==> src/rtl/pipeline_stall_controller.sv <==
// Freeze/flush sequencer for the five pipeline registers: resolves memory wait, taken branch
// and ID hazard by fixed priority, tracks memory wait timeouts, keeps stall/flush counters.
module pipeline_stall_controller #(
    parameter int unsigned MEM_TIMEOUT = 255,
    parameter int unsigned CNT_WIDTH   = 32
) (
    input  logic                 clk,
    input  logic                 rst,
    input  logic                 hazard_detected,
    input  logic                 branch_taken,
    input  logic                 mem_req,
    input  logic                 mem_ready,
    output logic                 freeze_pc,
    output logic                 freeze_if_id,
    output logic                 freeze_id_ex,
    output logic                 freeze_ex_mem,
    output logic                 flush_if_id,
    output logic                 flush_id_ex,
    output logic                 flush_mem_wb,
    output logic                 mem_timeout,
    output logic [CNT_WIDTH-1:0] stall_count,
    output logic [CNT_WIDTH-1:0] flush_count,
    output logic [1:0]           state
);

    localparam int unsigned WaitW = $clog2(MEM_TIMEOUT + 1);
    localparam logic [WaitW-1:0] WaitLimit = WaitW'(MEM_TIMEOUT);
    localparam logic [WaitW-1:0] WaitOne   = WaitW'(1);
    localparam logic [CNT_WIDTH-1:0] CntOne = CNT_WIDTH'(1);

    typedef enum logic [1:0] {
        StRun     = 2'd0,
        StMemWait = 2'd1,
        StError   = 2'd2
    } state_e;

    state_e               state_q, state_d;
    logic [WaitW-1:0]     wait_cnt_q, wait_cnt_d;
    logic                 mem_timeout_q, mem_timeout_d;
    logic [CNT_WIDTH-1:0] stall_count_q, flush_count_q;

    logic mstall;
    logic apply_mem, apply_branch, apply_hazard;

    assign mstall = mem_req & ~mem_ready;

    always_comb begin
        state_d       = state_q;
        wait_cnt_d    = wait_cnt_q;
        mem_timeout_d = mem_timeout_q;
        apply_mem     = 1'b0;
        apply_branch  = 1'b0;
        apply_hazard  = 1'b0;

        case (state_q)
            StRun: begin
                if (mstall) begin
                    apply_mem  = 1'b1;
                    state_d    = StMemWait;
                    wait_cnt_d = WaitOne;
                end else if (branch_taken) begin
                    apply_branch = 1'b1;
                end else if (hazard_detected) begin
                    apply_hazard = 1'b1;
                end
            end
            StMemWait: begin
                if (!mstall) begin
                    // Access completed: resolve the lower-priority sources as in RUN.
                    state_d    = StRun;
                    wait_cnt_d = '0;
                    if (branch_taken) begin
                        apply_branch = 1'b1;
                    end else if (hazard_detected) begin
                        apply_hazard = 1'b1;
                    end
                end else begin
                    apply_mem = 1'b1;
                    if (wait_cnt_q == WaitLimit) begin
                        state_d       = StError;
                        mem_timeout_d = 1'b1;
                    end else begin
                        wait_cnt_d = wait_cnt_q + WaitOne;
                    end
                end
            end
            StError: begin
                apply_mem = 1'b1;
            end
            default: begin
                state_d = StRun;
            end
        endcase
    end

    always_comb begin
        freeze_pc     = 1'b0;
        freeze_if_id  = 1'b0;
        freeze_id_ex  = 1'b0;
        freeze_ex_mem = 1'b0;
        flush_if_id   = 1'b0;
        flush_id_ex   = 1'b0;
        flush_mem_wb  = 1'b0;
        if (!rst) begin
            if (apply_mem) begin
                freeze_pc     = 1'b1;
                freeze_if_id  = 1'b1;
                freeze_id_ex  = 1'b1;
                freeze_ex_mem = 1'b1;
                flush_mem_wb  = 1'b1;
            end else if (apply_branch) begin
                flush_if_id = 1'b1;
                flush_id_ex = 1'b1;
            end else if (apply_hazard) begin
                freeze_pc    = 1'b1;
                freeze_if_id = 1'b1;
                flush_id_ex  = 1'b1;
            end
        end
    end

    always_ff @(posedge clk) begin
        if (rst) begin
            state_q       <= StRun;
            wait_cnt_q    <= '0;
            mem_timeout_q <= 1'b0;
            stall_count_q <= '0;
            flush_count_q <= '0;
        end else begin
            state_q       <= state_d;
            wait_cnt_q    <= wait_cnt_d;
            mem_timeout_q <= mem_timeout_d;
            // Saturating counters; stalls held in ERROR are not counted.
            if (freeze_pc && (state_q != StError) && (stall_count_q != '1)) begin
                stall_count_q <= stall_count_q + CntOne;
            end
            if (apply_branch && (flush_count_q != '1)) begin
                flush_count_q <= flush_count_q + CntOne;
            end
        end
    end

    assign mem_timeout = mem_timeout_q;
    assign stall_count = stall_count_q;
    assign flush_count = flush_count_q;
    assign state       = state_q;

endmodule

==> config.mk <==
export PLATFORM = sky130hd
export DESIGN_NAME = pipeline_stall_controller
export DESIGN_NICKNAME = d
export VERILOG_FILES = /design/src/rtl/pipeline_stall_controller.sv
export SDC_FILE = /design/constraint.sdc
export NUM_CORES = 1
export LEC_CHECK = 0
export BUFFER_PORTS_ARGS = -buffer_cell sky130_fd_sc_hd__buf_4
export CAP_MARGIN = 5
export CORE_UTILIZATION = 40
export DETAILED_ROUTE_END_ITERATION = 12
export PLACE_DENSITY = 0.69
export SLEW_MARGIN = 20
export SYNTH_ARGS = -nofsm -noshare
export SYNTH_HDL_FRONTEND = slang
export SYNTH_SLANG_ARGS = --single-unit
==> constraint.sdc <==
create_clock -name clk -period 3.4 [get_ports clk]
set_input_delay 0.68 -clock clk [delete_from_list [all_inputs] [get_ports clk]]
set_output_delay 0.68 -clock clk [all_outputs]
set_load 0.005 [all_outputs]
==> key figures, run 1 <==
Drt
  – Starting DRT DRC Count: 182
  – ANT nets after route: 0
  – WL per Instance: 14.7 µm
  – # DRC: 0
  – Vias: 3992
  – Pre-antenna DRT Iters: 5
  – Drt via density: 5.75
  – Post-Route WL: 10.2 mm

Power
  – Comb pwr share: 0.050
  – Part of the power in registers: 0.537
  – Sw Ratio: 0.246
  – Psw: 0.000408 W
  – Internal Power: 0.00125 W
  – Maximum vdd drop: 0.000234 V
  – P per Cell Area: 339 nW/µm²
  – Pleak: 1.76 nW
  – Clock network power share: 0.412

GRT
  – First-pass GRT wire length: 17.0 mm
  – Pin count of the biggest net entering global routing: 35
  – Vias in the first global route: 3539
  – Initial antenna violation count: 0
  – Gr ovfl total: 0
  – Overall Global Routing Usage: 0.202

CTS
  – CTS root buffer: clkbuf_8
  – Worst-path clk slew: 0.08 ns
  – Cts-stage hold buffer count: 0
  – Clock sinks: 75
  – CTS tree: yes
  – Number of buffers created by CTS: 9
  – Post-cts sizing count: 0
  – Total setup buffers inserted after CTS: 0
  – Clock Latency Late Sink: 0.35 ns
  – # H-tree levels: 3
  – Clk buf depth: 2

Timing
  – Tmin final: 2.61 ns
  – Setup TNS: 0 ns
  – Unrepaired setup endpoints after global routing: no
  – Skew final: 0.0110 ns
  – Max-slew headroom: 0.487
  – Least-Margin Pin Slew: 0.763 ns
  – Final Hold Fails: 0
  – Final period util: 0.769
  – Hold_ws: 0.488 ns
  – Final Slew Violations: 0
  – Fmax: 383 MHz
  – Setup Viol. Count Final: 0

Die
  – # rows: 36
  – Die area: 10500 µm²
  – Initial core utilization: 0.412
  – Die Y: 102 µm
  – Die Span X: 102 µm
  – Core area: 9770 µm²
  – # IOs: 80

Setup path
  – Critical path depth: 5
  – Worst path max stage delay: 0.52 ns
  – R2r worst-path depth: 7
  – Largest delay share family, worst path: simple AND/OR/NAND/NOR gates
  – WP buf/inv: 2
  – WS Path Type: input port to output port
  – Worst path slowest cell: nor2b_1
  – CP Max Fanout: 9
  – Worst Setup EP: flush_mem_wb
  – R2R Path Start: stall_count[0]
  – Register-to-register setup slack: 0.97 ns
  – Crit-path cells: buf_4, nor2b_1, nand2b_1, a21oi_1, buf_4
  – Worst Path Required: 2.72 ns
  – Crit Reg-Reg Endpoint: stall_count[5]
  – CP endpoint kind: output port
  – Crit path top cell by count: buf_4
  – Setup crit start: mem_ready
  – Arr. time, crit path: 1.93 ns
  – Startpoint Class: input port

Yosys
  – Seq/Total Area, Yosys: 0.373
  – Top cells by count, synth: dfxtp_1 (75), a21oi_1 (47), nor2_1 (41)
  – Mapped Area: 4030 µm²
  – Post-synth net total: 496
  – Netlist cell types: 61
  – Ys Warns: 0
  – Cells after synthesis: 487
  – Synth top area share: 0.373
  – Share of synthesized registers carrying an async set or reset: 0
  – Count leader, synth: dfxtp_1
  – Post-synth EDFFs: 0
  – Synth area leader: dfxtp_1
  – Ys flop type: dfxtp_1
  – Synth Register Bits: 75
  – Mean Syn Cell Area: 8.27 µm²
  – Synth area leaders: dfxtp_1 (37%), a21oi_1 (5.8%), or4_1 (4.8%)

Final layout
  – Footprint of the multi-input gates: 2350 µm²
  – Ant diodes: 0
  – Util after Layout: 0.501
  – Fraction of layout cells with a size suffix above 1: 0.225
  – Final instance count without filler cells: 694
  – Syn-to-layout area delta: 21.4%
  – Fin nets: 565
  – Cell area after layout: 4890 µm²
  – Reg area: 1500 µm²
  – Fillers: 936

Outcome
  – Status: finished, final reports clean

Place
  – IO buf count: 79
  – Placer Congestion: 0.810
  – Post-placement cell area: 4700 µm²
  – Dpl hpwl: 7.19 mm
  – Inst Count DP: 678

Flow run
  – Max_cap viols: 0

Hold path
  – Worst hold path class: flip-flop to flip-flop
==> registers in the layout, indices dropped and copies added (netlist names) <==
register and count:
stall_count 32, mem_timeout 1, wait_cnt_q 8, state 2
flush_count 32
==> final cells by class <==
type | count | share of cell area
multi-input combinational | 373 | 0.481
sequential | 75 | 0.307
timing repair buffer | 84 | 0.129
tap | 133 | 0.0340
clock buffer | 9 | 0.0253
clock inverter | 7 | 0.0141
inverter | 13 | 0.00997
==> worst min path at each step <==
| stage | start | to | cells past startpoint |
|---|---|---|---|
| 2_1_floorplan | wait_cnt_q[4] | wait_cnt_q[4] | 1 |
| 3_3_place_gp | mem_timeout | mem_timeout | 2 |
| 3_5_place_dp | mem_timeout | mem_timeout | 2 |
| 4_1_cts | wait_cnt_q[4] | wait_cnt_q[4] | 1 |
| 5_1_grt | mem_timeout | mem_timeout | 2 |
| 6_report | wait_cnt_q[4] | wait_cnt_q[4] | 1 |
==> cell families after synthesis <==
kind of cell / after synthesis / share of synthesized area
AOI/OAI and AO/OA: 121 / 0.187
xor gates and xnor gates: 4 / 0.00869
adders and majority gates: 3 / 0.00932
buffers and inverters: 39 / 0.0435
DFF: 75 / 0.373
muxes: 14 / 0.0385
and+or+nand+nor: 231 / 0.340
==> power by group through the flow <==
stage / logic, W / registers, W / clock network [W]
after floorplan: 0.0000523 / 0.000910 / 0
after global placement: 0.0000807 / 0.000912 / 0
after detailed placement: 0.0000835 / 0.000912 / 0
after CTS: 0.0000836 / 0.000891 / 0.000702
after global routing: 0.0000930 / 0.000893 / 0.000739
final: 0.0000835 / 0.000892 / 0.000684
==> cells in the final DEF (no fill, tap or decap), drive strengths merged, types with 2 or more instances in the layout <==
master    synthesis  routed
buf              13      84
dfxtp            75      75
a21oi            48      48
nor2             41      41
nand2            32      32
nand3            30      30
o21ai            28      28
or4              27      27
nand4            23      23
o31ai            22      22
or3              19      19
inv              13      13
nor2b            13      13
mux2             12      12
nor3             10      10
nor4             10      10
clkbuf           13       9
and3              7       7
and4              5       5
xnor2             4       4
a31oi             4       4
nand2b            4       4
clkinv            0       4
a311oi            3       3
or2               3       3
ha                3       3
and2              2       2
a31o              2       2
mux2i             2       2
nand3b            2       2
o311ai            2       2
clkinvlp          0       2
and4b             2       2
==> through the flow <==
stage                     setup slack [ns]  power, W
final                                0.787   0.00166
after global routing                 0.684   0.00173
after CTS                            0.787   0.00168
after detailed placement             0.563  0.000996
after global placement               0.634  0.000993
after floorplan                       1.10  0.000962
==> worst register-to-register path, stage by stage, from the launching register on <==
cell	delay, ns
dfxtp_1	0.50
ha_1	0.34
nand4_1	0.13
nor4_1	0.27
and3_1	0.36
buf_4	0.31
nor4_1	0.10
mux2_1	0.31
==> metal layers <==
layer	global-route usage	part of all wire	routed length (µm)	up-vias
met4	0.0484	0.0089	91	0
li1	-	-	-	1984
met1	0.279	0.47	4840	1886
met3	0.0383	0.049	499	7
met5	0	0	0	-
met2	0.323	0.47	4770	115
No activity file was read; power rests on OpenSTA's default activity.
==> inputs of run 2 (changes only) <==
--- a/config.mk
+++ b/config.mk
@@ -9,7 +9,7 @@
 export CAP_MARGIN = 5
 export CORE_UTILIZATION = 40
 export DETAILED_ROUTE_END_ITERATION = 12
-export PLACE_DENSITY = 0.69
+export PLACE_DENSITY = 0.71
 export SLEW_MARGIN = 20
 export SYNTH_ARGS = -nofsm -noshare
 export SYNTH_HDL_FRONTEND = slang
==> constraint.sdc (replaced) <==
create_clock -name clk -period 2.15 [get_ports clk]
set_input_delay 0.43 -clock clk [delete_from_list [all_inputs] [get_ports clk]]
set_output_delay 0.43 -clock clk [all_outputs]
set_load 0.005 [all_outputs]
==> run 2 against run 1 <==
Wire length up 11%; sequential share of layout area down 3.5 points; via count rose by 10%; clock power is 93% higher; critical path depth grew 1.
==> key figures, run 2 (synthesized netlist as in run 1, its figures left out) <==
Final layout
  – Fraction of layout cells with a size suffix above 1: 0.314 (+0.0891)
  – Ant diodes: 0 (unchanged)
  – Commonest non-fill, non-tap cell in the layout: buf_4
  – Final instance count without filler cells: 761 (+9.7%)
  – Syn-to-layout area delta: 37.0%
  – Most frequent cells in the layout: buf_4 (148), dfxtp_1 (74), a21oi_1 (46)
  – Reg area: 1500 µm² (about the same)
  – Cell area after layout: 5520 µm² (+13%)
  – Footprint of the multi-input gates: 2400 µm² (+2.0%)
  – Fillers: 900 (-3.8%)
  – Fin nets: 633 (+12%)

Drt
  – WL per Instance: 14.9 µm (+1.5%)
  – Post-Route WL: 11.4 mm (+11%)
  – # DRC: 0 (unchanged)
  – Starting DRT DRC Count: 201 (+10%)
  – Vias: 4394 (+10%)
  – ANT nets after route: 0 (unchanged)
  – Pre-antenna DRT Iters: 5 (unchanged)
  – Drt via density: 5.77 (+0.38%)

Hold path
  – Hold Startpoint: mem_timeout
  – Worst Hold Path Cells: 2 (+1)
  – Worst hold path class: flip-flop to flip-flop
  – Hold Path Sink: mem_timeout

Timing
  – Setup Viol. Count Final: 0 (unchanged)
  – Final Slew Violations: 0 (unchanged)
  – Fmax: 472 MHz
  – Tmin final: 2.12 ns
  – Final period util: 0.986
  – Skew final: 0.0129 ns (+0.00193 ns)
  – Setup ws final: 0.0311 ns (-0.755 ns)
  – Least-Margin Pin Slew: 0.497 ns (-0.267 ns)
  – Unrepaired setup endpoints after global routing: no
  – Max-slew headroom: 0.665 (+0.178)
  – Final Hold Fails: 0 (unchanged)

CTS
  – CTS root buffer: clkbuf_8
  – Clock sinks: 75 (unchanged)
  – Worst-path clk slew: 0.09 ns (about the same)
  – # H-tree levels: 3 (unchanged)
  – Clock Latency Late Sink: 0.35 ns (about the same)
  – Number of buffers created by CTS: 9 (unchanged)
  – Clk buf depth: 2 (unchanged)
  – CTS tree: yes

GRT
  – First-pass GRT wire length: 18.2 mm (+7.5%)
  – Overall Global Routing Usage: 0.219 (+0.0173)
  – Gr ovfl total: 0 (unchanged)
  – Vias in the first global route: 4043 (+14%)
  – Pin count of the biggest net entering global routing: 88 (+150%)
  – Initial antenna violation count: 0 (unchanged)

Setup path
  – R2r worst-path depth: 6 (-1)
  – Crit-path cells: ha_4, and4_1, and4b_4, a2111o_1, or4_1, a21oi_1
  – Worst Path Required: 2.44 ns (-0.28 ns)
  – CP endpoint kind: flip-flop
  – Worst path slowest cell: or4_1
  – WS Path Type: flip-flop to flip-flop
  – Startpoint Class: flip-flop
  – R2R Path Start: flush_count[1]
  – Arr. time, crit path: 2.41 ns (+0.48 ns)
  – CP Max Fanout: 5 (-4)
  – Worst path max stage delay: 0.55 ns (+0.03 ns)
  – Register-to-register setup slack: 0.03 ns (-0.94 ns)
  – Crit Reg-Reg Endpoint: flush_count[29]

Power
  – P per Cell Area: 525 nW/µm² (+55%)
  – Pleak: 2.15 nW (+22%)
  – Maximum vdd drop: 0.000366 V (+57%)

Place
  – Post-placement cell area: 5210 µm² (+11%)
  – Inst Count DP: 743 (+9.6%)
  – Placer Congestion: 0.844 (+4.3%)
  – Post-place setup slack: -0.0332 ns (-0.597 ns)
  – Dpl hpwl: 8.08 mm (+12%)
  – IO buf count: 79 (unchanged)

Die
  – Die Span X: 102 µm (unchanged)
  – Die area: 10500 µm² (unchanged)
  – # IOs: 80 (unchanged)
  – Die Y: 102 µm (unchanged)
  – # rows: 36 (unchanged)
  – Initial core utilization: 0.412 (unchanged)
  – Core area: 9770 µm² (unchanged)

Flow run
  – Max_cap viols: 0 (unchanged)

Outcome
  – Status: finished, final reports clean
==> run 2: changes by cell type in the layout (fill, tap and decap cells not counted), sizes merged <==
| cell | change |
|---|---|
| bufinv | +2 |
| clkinv | -2 |
| a2111o | +1 |
| clkinvlp | -1 |
| buf | +67 |
==> run 2: routing by layer <==
| layer | vias up | wire [µm] | global-route usage |
|---|---|---|---|
| met5 | - | 0 | 0 |
| met4 | 0 | 225 | 0.101 |
| met3 | 28 | 628 | 0.0417 |
| met2 | 158 | 5530 | 0.370 |
| met1 | 2081 | 4970 | 0.269 |
| li1 | 2127 | - | - |
==> run 2: critical path, delay by kind of cell (launching register included) <==
family	cells	cell delay [ns]
AO/OA/AOI/OAI	2	0.64
adder cells (fa/ha/maj)	1	0.17
flip-flops	1	0.34
AND/OR/NAND/NOR	3	0.92
==> run 2: area by class of cell <==
| class | count | share of cell area |
|---|---|---|
| flip-flops and latches | 75 | 0.272 |
| repair buffers | 151 | 0.211 |
| multi-input cells | 374 | 0.435 |
| well taps | 133 | 0.0302 |
| clock inverters | 6 | 0.0209 |
| inverters | 13 | 0.00884 |
| clock buffers | 9 | 0.0224 |
==> run 2: per-stage QoR <==
stage,utilization,power [W],hold slack (ns),setup TNS [ns]
after floorplan,-,0.00152,0.445,0
after global placement,0.533,0.00159,0.455,0
after detailed placement,0.533,0.00160,0.468,-0.111
after CTS,0.558,0.00292,0.490,0
after global routing,0.565,0.00302,0.512,0
final,0.565,0.00290,0.489,0
==> run 2: repair_timing <==
action                                  CTS  global route
hold buffers                              0             0
cloned                                    0             1
endpoints found under the setup margin    3            14
resized for setup                         0             8
pin swaps                                 1             6
setup buffers                             0             2
==> run 2: worst max path at each step <==
stage / startpoint / endpoint / slack, ns
floorplan: flush_count[0] / flush_count[25] / 0.04
global placement: flush_count[0] / flush_count[29] / 0.04
detailed placement: flush_count[0] / flush_count[29] / -0.03
CTS: flush_count[0] / flush_count[27] / 0.001
global route: flush_count[1] / flush_count[29] / 0.003
finish: flush_count[1] / flush_count[29] / 0.03
==> run 2: where the power goes <==
group | switching [W] | internal [W]
registers | 0.00000885 | 0.00140
logic | 0.0000956 | 0.0000700
clock network | 0.000556 | 0.000769
total | 0.000661 | 0.00224
